## config.mk

```make
export PLATFORM = sky130hd
export DESIGN_NAME = uart_rx_engine
export DESIGN_NICKNAME = d
export VERILOG_FILES = /design/src/rtl/uart_rx_engine.sv
export SDC_FILE = /design/constraint.sdc
export NUM_CORES = 1
export LEC_CHECK = 0
export CORE_ASPECT_RATIO = 0.75
export CORE_MARGIN = 10
export CORE_UTILIZATION = 31
export CTS_CLUSTER_SIZE = 30
export DETAILED_ROUTE_END_ITERATION = 10
export SYNTH_ARGS = -nofsm -noshare
export SYNTH_HDL_FRONTEND = slang
export SYNTH_SLANG_ARGS = --single-unit
```

## constraint.sdc

```tcl
create_clock -name clk -period 3.2 [get_ports clk]
set_input_delay 0.32 -clock clk [delete_from_list [all_inputs] [get_ports clk]]
set_output_delay 0.32 -clock clk [all_outputs]
set_load 0.02 [all_outputs]
```

## src/rtl/uart_rx_engine.sv

```systemverilog
`default_nettype none
// ============================================================================
//  Module      : uart_rx_engine
//  Description : UART receive engine. Synchronises the serial line, qualifies
//                a start bit, samples 7/8 data bits, optional parity and the
//                stop bit at mid-bit, and presents the byte with ready,
//                parity-error, framing-error and overrun flags.
//                Optional build macro UART_RX_MAJORITY_EN selects 2-of-3
//                majority sampling around each mid-bit point.
//  Revision    : 1.0 - initial release
// ============================================================================
module uart_rx_engine #(
  parameter int BIT_TIME = 10416
) (
  input  logic       clk,
  input  logic       reset,
  input  logic       rx,
  input  logic       eight,
  input  logic       pen,
  input  logic       ohel,
  input  logic       read,
  output logic [7:0] rx_data,
  output logic       rxrdy,
  output logic       perr,
  output logic       ferr,
  output logic       ovf
);

  localparam logic [1:0]  IDLE     = 2'd0;
  localparam logic [1:0]  START    = 2'd1;
  localparam logic [1:0]  DATA     = 2'd2;
  localparam logic [1:0]  STOP     = 2'd3;
  localparam logic [15:0] CNT_FULL = 16'(BIT_TIME);
  localparam logic [15:0] CNT_HALF = 16'(BIT_TIME / 2);

  logic        rx_meta;
  logic        rx_s;
  logic [1:0]  state;
  logic [15:0] cnt;
  logic [3:0]  bit_cnt;
  logic [7:0]  shreg;
  logic        par_bit;
  logic        cfg_eight;
  logic        cfg_pen;
  logic        cfg_ohel;

  logic        expire;
  logic        tick;
  logic        bit_in;
  logic [3:0]  data_bits;
  logic [3:0]  frame_bits;
  logic [7:0]  data_out;
  logic        exp_par;
  logic        stop_take;
  logic        read_ack;

  // The counter holds the cycles remaining to the next sample point; the
  // sample point is the cycle in which it reads 1.
  assign expire     = (state != IDLE) && (cnt == 16'd1);
  assign data_bits  = cfg_eight ? 4'd8 : 4'd7;
  assign frame_bits = data_bits + {3'b000, cfg_pen};
  assign data_out   = cfg_eight ? shreg : {1'b0, shreg[7:1]};
  assign exp_par    = cfg_ohel ? ~^data_out : ^data_out;
  assign stop_take  = (state == STOP) && tick;
  assign read_ack   = read & rxrdy;

  // Two-flop synchroniser; resets to the idle-high line level
  always_ff @(posedge clk or negedge reset) begin
    if (!reset) begin
      rx_meta <= 1'b1;
      rx_s    <= 1'b1;
    end else begin
      rx_meta <= rx;
      rx_s    <= rx_meta;
    end
  end

`ifdef UART_RX_MAJORITY_EN
  logic maj_a;
  logic maj_b;
  logic pend;

  // Capture the line one cycle before and at the sample point; the decision
  // is taken one cycle later together with the third sample.
  always_ff @(posedge clk or negedge reset) begin
    if (!reset) begin
      maj_a <= 1'b1;
      maj_b <= 1'b1;
      pend  <= 1'b0;
    end else begin
      if ((state != IDLE) && (cnt == 16'd2)) maj_a <= rx_s;
      if (expire) maj_b <= rx_s;
      pend <= expire;
    end
  end

  assign tick   = pend;
  assign bit_in = (maj_a & maj_b) | (maj_a & rx_s) | (maj_b & rx_s);
`else
  assign tick   = expire;
  assign bit_in = rx_s;
`endif

  // Bit-period counter: half a bit to the start sample, then full bits
  always_ff @(posedge clk or negedge reset) begin
    if (!reset) begin
      cnt <= '0;
    end else if ((state == IDLE) && !rx_s) begin
      cnt <= CNT_HALF;
    end else if (expire) begin
      cnt <= CNT_FULL;
    end else if (cnt != 16'd0) begin
      cnt <= cnt - 16'd1;
    end
  end

  // Frame sequencer: start qualification, data/parity capture, stop
  always_ff @(posedge clk or negedge reset) begin
    if (!reset) begin
      state     <= IDLE;
      bit_cnt   <= '0;
      shreg     <= '0;
      par_bit   <= 1'b0;
      cfg_eight <= 1'b0;
      cfg_pen   <= 1'b0;
      cfg_ohel  <= 1'b0;
    end else begin
      case (state)
        IDLE: begin
          if (!rx_s) begin
            cfg_eight <= eight;
            cfg_pen   <= pen;
            cfg_ohel  <= ohel;
            bit_cnt   <= '0;
            state     <= START;
          end
        end
        START: begin
          if (tick) state <= bit_in ? IDLE : DATA;
        end
        DATA: begin
          if (tick) begin
            // The parity bit is kept apart so a 9-bit frame never pushes
            // the first data bit out of the 8-bit shift register.
            if (bit_cnt < data_bits) shreg <= {bit_in, shreg[7:1]};
            else                     par_bit <= bit_in;
            if (bit_cnt == frame_bits - 4'd1) state <= STOP;
            bit_cnt <= bit_cnt + 4'd1;
          end
        end
        STOP: begin
          if (tick) state <= IDLE;
        end
        default: state <= IDLE;
      endcase
    end
  end

  // Processor-side outputs: a completed frame takes priority over read
  always_ff @(posedge clk or negedge reset) begin
    if (!reset) begin
      rx_data <= 8'h00;
      rxrdy   <= 1'b0;
      perr    <= 1'b0;
      ferr    <= 1'b0;
      ovf     <= 1'b0;
    end else if (stop_take) begin
      rx_data <= data_out;
      rxrdy   <= 1'b1;
      ferr    <= ~bit_in;
      perr    <= cfg_pen & (par_bit != exp_par);
      if (rxrdy && !read) ovf <= 1'b1;
      else if (read_ack)  ovf <= 1'b0;
    end else if (read_ack) begin
      rxrdy <= 1'b0;
      perr  <= 1'b0;
      ferr  <= 1'b0;
      ovf   <= 1'b0;
    end
  end

endmodule
`default_nettype wire

```

== Word-level counts from Yosys, hierarchy flattened ==
Cells that the tools add are included.
Operators by class
  equal/unequal tests: 11
  mux-type cells: 23
  shift-type cells: 0
  add/subtract/negate cells: 4
  order comparisons: 1
  bitwise operators: 4
  reductions and logical operators: 19
  $mul: 0
  divide/modulo/power cells: 0
Operators with widths (count)
  $mux W16: 3
  $eq A16 B1 Y1 const B: 1
  $reduce_bool A16 Y1: 1
  $sub A16 B1 Y16 const B: 1
  $mux W2: 6
  $mux W4: 3
  $ne A2 B2 Y1 const B: 5
  $reduce_and A3 Y1: 3
  $mux W1: 8
  $mux W8: 1
  $pmux W2 S4: 1
  $pmux W4 S2: 1
  $reduce_xnor A8 Y1: 1
  $reduce_xor A8 Y1: 1
  $reduce_bool A2 Y1: 3
  $reduce_and A5 Y1: 1
  $add A4 B1 Y4: 1
  $add A4 B1 Y4 const B: 1
  $eq A2 B2 Y1 const B: 2
  $eq A4 B4 Y1: 1
  $logic_and A1 B1 Y1: 4
  $lt A4 B4 Y1: 1
  $sub A4 B1 Y4 const B: 1
  $reduce_bool A3 Y1: 1
  other kinds (7): 10
Storage, ports and cells
  ROM bits: 0
  memories kept: 0
  bits in latches: 0
  bits in writable memories: 0
  logic and storage cells: 77
  bits in registers: 48
  input port bits: 7

== Depth between registers and ports, before layout ==
Gate-level depths: netlist of run 1.
  depth after elaboration: 7
  mapped depth: 8

== Least setup slack after synthesis of run 1 ==
OpenSTA, ideal clock, no wires.
  kind: register to register
  start point: reg cnt[10]
  end point: reg shreg[0]
  data arrival time: 2492 ps
  stages on the path, launching flop included: 7
  required time: 3075 ps
  library setup time: 125 ps
  path buffers: 1
  slack: 583 ps
  cell sequence: dfrtp_1 > or4_1 > clkbuf_2 > or3_4 > nor4_4 > nor3b_4 > mux2_2
On the way
  longest elaborated chain between the ends: 3
Ends and longest elaborated chain
  from (decl): RTL line 39  | logic [15:0] cnt;
  from (signal assigned): RTL line 113  | cnt <= cnt - 16'd1;
  $eq A16 B1 Y1: RTL line 59  | assign expire = (state != IDLE) && (cnt == 16'd1);
  $logic_and A1 B1 Y1: RTL line 59
  $reduce_and A3 Y1 (no line)
  to (signal assigned): RTL line 145  | if (bit_cnt < data_bits) shreg <= {bit_in, shreg[7:1]};
  to (decl): RTL line 41  | logic [7:0] shreg;
Every way passes these cells.
A chain may end at the register's enable or synchronous reset.

== Final worst setup path of run 1 ==
  start point: reg cnt[10]
  end point: reg shreg[7]
The elaborated chain is that of the path after synthesis.

==> qor.yml, run 1 <==
synth-async-reset-ratio: 1.000
grt_use_total: 0.08935
critPathArrivalTime_ns: 2.98
cts_resized: 0
placedCellCount: 368
htree_num_levels: 2
cpMaxStageDelayCell: "or4_1"
design_area_um2: 2933
cp_cell_sequence: "or4_1 > or3_4 > nor4_4 > nor3b_4 > mux2_2"
clkLatencyLatePin_ns: 0.31
die_y_um: 97.67
synth_common_cells: "dfrtp_1, nand2_1, o21ai_0"
hp-class: "primary input to asynchronous set/reset pin"
core_um2: 7848
wl_met2_mm: 2.204
hold_violations: 0
numCtsBuffers: 5
multi_input_area_um2: 1240
power_uw: 1146
dr_wl_met3_um: 216
wirelength_mm: 5.247
layout-drive-gt1-share: 0.1144
wl_met1_mm: 2.767
fmax_ghz: 0.3579
cp-start-kind: "register"
cts.sinks: 48
yosysMostFrequentCell: "dfrtp_1"
worst_slew_pin_slew_ns: 1.085
syn_nets: 261
drv_slew: 0
syn2layout_area_growth_pct: 17.61
io_buffer_count: 18
final_cell_count_no_fill: 376
place_congestion: 0.8480
grt_max_degree: 49
ys.warnings.count: 0
antenna_found_initial: 0
syn-cell-area_um2: 2494
critPathMaxStageDelay_ns: 0.65
synth_edf_count: 0
ys.flop_type: "dfrtp_1"
p_leak_uw: 0.001265
drtIter0Drc: 68
setup_viol: 0
die_w_um: 123.6
placed_cell_area_um2: 2806
clock-root-buffer: "clkbuf_8"
ys_types: 41
grt_first_pass_wirelength_mm: 8.804
cp.required_ns: 3.39
fillers: 797
cap_violations: 0
max-clock-path-buffers: 2
nets: 284
ioPinCount: 19
outcome: "complete, no violations"
postCtsSetupBuffers: 0
worstSetupPathType: "register to register"
area.sequential_um2: 1204
slew_headroom: 0.2770
end_kind: "register"
ir_drop_mv: 0.1721
yosys-top-cells-area: "dfrtp_1, o21ai_0, mux2i_1"
skew_ns: 0.01085
detail_route.wl_per_cell_um: 13.95
yosys.area.top_type: "dfrtp_1"
place_hpwl_mm: 3.793
cts_hold_buffers: 0
cp_max_fo: 8
grt_pass1_vias: 1767
clk_pin_slew_ns: 0.08
top_layer_used: "met4"
dr.pass1.iters: 4
cts_tree: "done"
pwr_density_cell_nw_per_um2: 390.9
crit_family: "simple AND/OR/NAND/NOR gates"
whs_ns: 0.2064
num_rows: 28
rsz0062_at_grt: "no"
grt_overflow: 0
syn_inst: 247
syn_area_per_cell_um2: 10.10
ys_seq_elements: 48
path_buf_inv: 0
yosysTopAreaCellShare: 0.4616
viasPerCell: 4.840
antenna_left: 0
min_period_ns: 2.794
fin_tns_setup_ns: 0
period_share: 0.8732
vias: 1820
initial_core_util: 0.3178
ys_seq_area_frac: 0.4827
drc: 0
n_antenna_cell: 0
die-area_um2: 12070
per-layer routing:
metal  up-vias  track usage
li1        927            -
met1       863       0.1286
met2        26       0.1271
met3         4      0.01626
met4         0      0.03485
met5         -            0
final cells by class:
type	count	share of cell area
Clock inverter	1	0.01024
Clock buffer	7	0.03285
Timing Repair Buffer	22	0.06997
Multi-Input combinational cell	186	0.4228
Tap cell	105	0.04480
Inverter	7	0.008959
Sequential cell	48	0.4104
through the flow:
stage / setup WS (ns) / util
2_1_floorplan: 0.5835 / -
3_3_place_gp: 0.4560 / 0.3576
3_5_place_dp: 0.4148 / 0.3576
4_1_cts: 0.3917 / 0.3737
5_1_grt: 0.2244 / 0.3737
6_report: 0.4057 / 0.3737
report_power, final:
group	switching [uW]	total, uW	leakage (uW)	internal (uW)
sequential	7.17	620	0.000630	613
combinational	25.4	45.3	0.000571	19.8
clock	205	481	0.0000645	276
total	238	1150	0.00127	909
worst reg2reg max path, cell delays in order (launching register included):
cell and delay (ns):
dfrtp_1 0.42, or4_1 0.65, or3_4 0.44, nor4_4 0.33, nor3b_4 0.45, mux2_2 0.39
placed cells by master (no fill, tap or decap), types with 2 or more instances in the layout:
cell / synthesis / final
nor3b_1: 2 / 2
nor2b_1: 2 / 2
clkdlybuf4s50_1: 0 / 17
xor2_1: 6 / 6
nand2b_1: 3 / 3
a31oi_1: 2 / 2
clkbuf_8: 0 / 7
o31ai_1: 2 / 2
buf_4: 0 / 4
a21oi_1: 10 / 10
mux2i_1: 12 / 12
o21ai_0: 26 / 26
o21a_1: 3 / 3
nor3_1: 10 / 10
or3_1: 3 / 3
dfstp_2: 2 / 2
or4_1: 4 / 4
nand2_1: 31 / 31
nor4_1: 4 / 4
nand3_1: 4 / 4
ha_1: 7 / 7
dfrtp_1: 46 / 46
mux2_2: 10 / 10
nor2_1: 16 / 16
a21boi_0: 2 / 2
inv_1: 7 / 7
xnor2_1: 13 / 13
state kept, by name (all words and copies together) (netlist names), named ones only:
register and flops:
perr 1, bit_in 1, cnt 16, par_bit 1
bit_cnt 4, cfg_eight 1, rx_meta 1, cfg_pen 1
shreg 8, state 1, rx_data 8, rxrdy 1
cfg_ohel 1, ferr 1
kinds of logic after synthesis:
kind of cell,Yosys count,share of synthesized area
multiplexers,22,0.09333
AO/OA/AOI/OAI,52,0.1209
flip-flops,48,0.4827
XOR/XNOR,19,0.06673
adder cells (fa/ha/maj),7,0.03512
buffers and inverters,13,0.02007
AND/OR/NAND/NOR,86,0.1811
path summary, 6_finish.rpt:
kind                              start         end  slack, ns  depth (start not counted)
min in group clk                rx_meta      bit_in       0.36                          0
worst min register to register  rx_meta      bit_in       0.36                          0
worst max register to register  cnt[10]    shreg[7]       0.41                          5
max in group asynchronous         reset  bit_cnt[0]       2.32                          1
worst min-delay path              reset     cnt[14]       0.21                          1
worst max-delay path            cnt[10]    shreg[7]       0.41                          5
(Power assumes the default switching activity.)
==> run 2, diff against run 1 <==
--- a/config.mk
+++ b/config.mk
@@ -5,10 +5,9 @@
 export SDC_FILE = /design/constraint.sdc
 export NUM_CORES = 1
 export LEC_CHECK = 0
+export CAP_MARGIN = 20
 export CORE_ASPECT_RATIO = 0.75
-export CORE_MARGIN = 10
 export CORE_UTILIZATION = 31
-export CTS_CLUSTER_SIZE = 30
 export DETAILED_ROUTE_END_ITERATION = 10
 export SYNTH_ARGS = -nofsm -noshare
 export SYNTH_HDL_FRONTEND = slang
==> run 2 against run 1 <==
Compared with the run above: die area decreased by 30%; hold slack got worse by 0.18 ns; via count is 0.71% higher; sequential power about the same; global-route usage is 4.2 points higher; flip-flop and latch count is the same; critical path depth is the same; cell count shrank 1.1%; critical endpoint is now shreg[3]; largest cell class unchanged.
==> qor.yml, run 2 (synthesis results as in run 1) <==
cts_tree: "done"
die-area_um2: 8410  # -30%
period_share: 0.8806  # +0.007373
clk_pin_slew_ns: 0.08  # about the same
slew_headroom: 0.5270  # +0.2500
largest_register_ffs: 16  # unchanged
grt_use_total: 0.1317  # +0.04238
worstSetupPathType: "register to register"
hold_violations: 0  # unchanged
layout-drive-gt1-share: 0.1070  # -0.007380
setup_viol: 0  # unchanged
r2r_cells: 5  # unchanged
wirelength_mm: 5.022  # -4.3%
cts_resized: 0  # unchanged
critPathMaxStageDelay_ns: 0.66  # about the same
fmax_ghz: 0.3549  # -0.84%
max-clock-path-buffers: 2  # unchanged
fin_tns_setup_ns: 0  # unchanged
clkLatencyLatePin_ns: 0.29  # -0.02 ns
r2r_start: "cnt[10]"
grt_pass1_vias: 1729  # -2.2%
die_y_um: 79.67  # -18%
end_kind: "register"
clock-root-buffer: "clkbuf_8"
fillers: 771  # -3.3%
worst_slew_pin_slew_ns: 0.7080  # -0.3765 ns
grt_max_degree: 49  # unchanged
htree_num_levels: 2  # unchanged
p_leak_uw: 0.001253  # -0.93%
mostFrequentLayoutCells: "dfrtp_1, nand2_1, o21ai_0, clkdlybuf4s50_1, nor2_1"
ioPinCount: 19  # unchanged
reg.largest.list: "cnt (16), rx_data (8), shreg (8)"
cp_cell_sequence: "or4_1 > or3_4 > nor4_4 > nor3b_4 > mux2_2"
outcome: "complete, no violations"
antenna_found_initial: 0  # unchanged
cts.sinks: 48  # unchanged
min_period_ns: 2.818  # +0.02359 ns
reg2reg_slack_ns: 0.38  # -0.02 ns
cp_max_fo: 8  # unchanged
n_antenna_cell: 0  # unchanged
drv_slew: 0  # unchanged
critPathArrivalTime_ns: 2.99  # about the same
place_congestion: 0.8074  # -4.8%
grt_first_pass_wirelength_mm: 8.625  # -2.0%
vias: 1833  # +0.71%
syn2layout_area_growth_pct: 16.76
rsz0062_at_grt: "no"
finalCoreUtilization: 0.3848  # +0.01103
core_um2: 7567  # -3.6%
viasPerCell: 4.927  # +1.8%
hp-class: "primary input to asynchronous set/reset pin"
cpMaxStageDelayCell: "or4_1"
cap_violations: 0  # unchanged
postCtsSetupBuffers: 0  # unchanged
cp.required_ns: 3.38  # about the same
regMostFlops: "cnt"
pwr_density_cell_nw_per_um2: 354.7  # -9.3%
die_w_um: 105.6  # -15%
final_common_cell: "dfrtp_1"
cp-start-kind: "register"
nets: 284  # unchanged
reg2reg_to: "shreg[3]"
drtIter0Drc: 150  # +120%
numCtsBuffers: 5  # unchanged
io_buffer_count: 18  # unchanged
num_rows: 27  # -3.6%
crit_family: "simple AND/OR/NAND/NOR gates"
grt_overflow: 0  # unchanged
initial_core_util: 0.3295  # +0.01177
place_hpwl_mm: 3.614  # -4.7%
ir_drop_mv: 0.1661  # -3.5%
drc: 0  # unchanged
path_buf_inv: 0  # unchanged
antenna_left: 0  # unchanged
detail_route.wl_per_cell_um: 13.50  # -3.3%
dr.pass1.iters: 4  # unchanged
cts_hold_buffers: 0  # unchanged
skew_ns: 0.008729  # -0.002122 ns
==> run 2: changes by cell type in the layout (fill, tap and decap cells not counted), sizes merged <==
| cell | change |
|---|---|
| bufinv | -1 |
| clkbuf | +1 |
==> run 2: through the flow <==
| step | instances | setup WS, ns | hold WS (ns) | power, uW | area [um^2] |
|---|---|---|---|---|---|
| CTS | 371 | 0.3925 | 0.2602 | 1044 | 2884 |
| detailed placement | 363 | 0.4082 | 0.3487 | 678.7 | 2794 |
| finish | 372 | 0.3821 | 0.02478 | 1033 | 2912 |
| global route | 372 | 0.2486 | 0.05112 | 1087 | 2912 |
| global placement | 363 | 0.4577 | 0.3470 | 677.7 | 2794 |
| floorplan | 247 | 0.5835 | 0.02441 | 649.2 | 2494 |
==> run 2: power breakdown <==
| part | total (uW) | internal (uW) | switching (uW) |
|---|---|---|---|
| clock network | 363 | 176 | 187 |
| logic | 49.2 | 23.2 | 26.0 |
| registers | 620 | 613 | 7.03 |
==> run 2: area by class of cell <==
cell class              instances  area (um^2)  area share
multi-input cells             186         1240      0.4259
flip-flops and latches         48         1204      0.4134
repair buffers                 22        225.2     0.07735
well taps                     101        126.4     0.04340
clock buffers                   8        90.09     0.03094
inverters                       7        26.28    0.009025
==> run 2: worst max path at each step <==
stage | startpoint | endpoint | cells past startpoint
floorplan | cnt[10] | shreg[0] | 6
global placement | cnt[10] | shreg[0] | 5
detailed placement | cnt[10] | shreg[3] | 5
CTS | cnt[10] | shreg[3] | 5
global route | cnt[10] | ferr | 5
finish | cnt[10] | shreg[3] | 5
==> run 2: worst register-to-register path, delay by kind of cell (launching register included) <==
family	cells	cell delay, ns
AND/OR/NAND/NOR	4	1.90
multiplexers	1	0.39
flip-flops	1	0.42
==> run 2: layer usage <==
layer	up-vias	global-route usage	part of all wire
li1	919	-	-
met1	867	0.2050	0.55
met3	4	0.02694	0.051
met4	0	0.04444	0.0098
met5	-	0	0
met2	43	0.1763	0.39
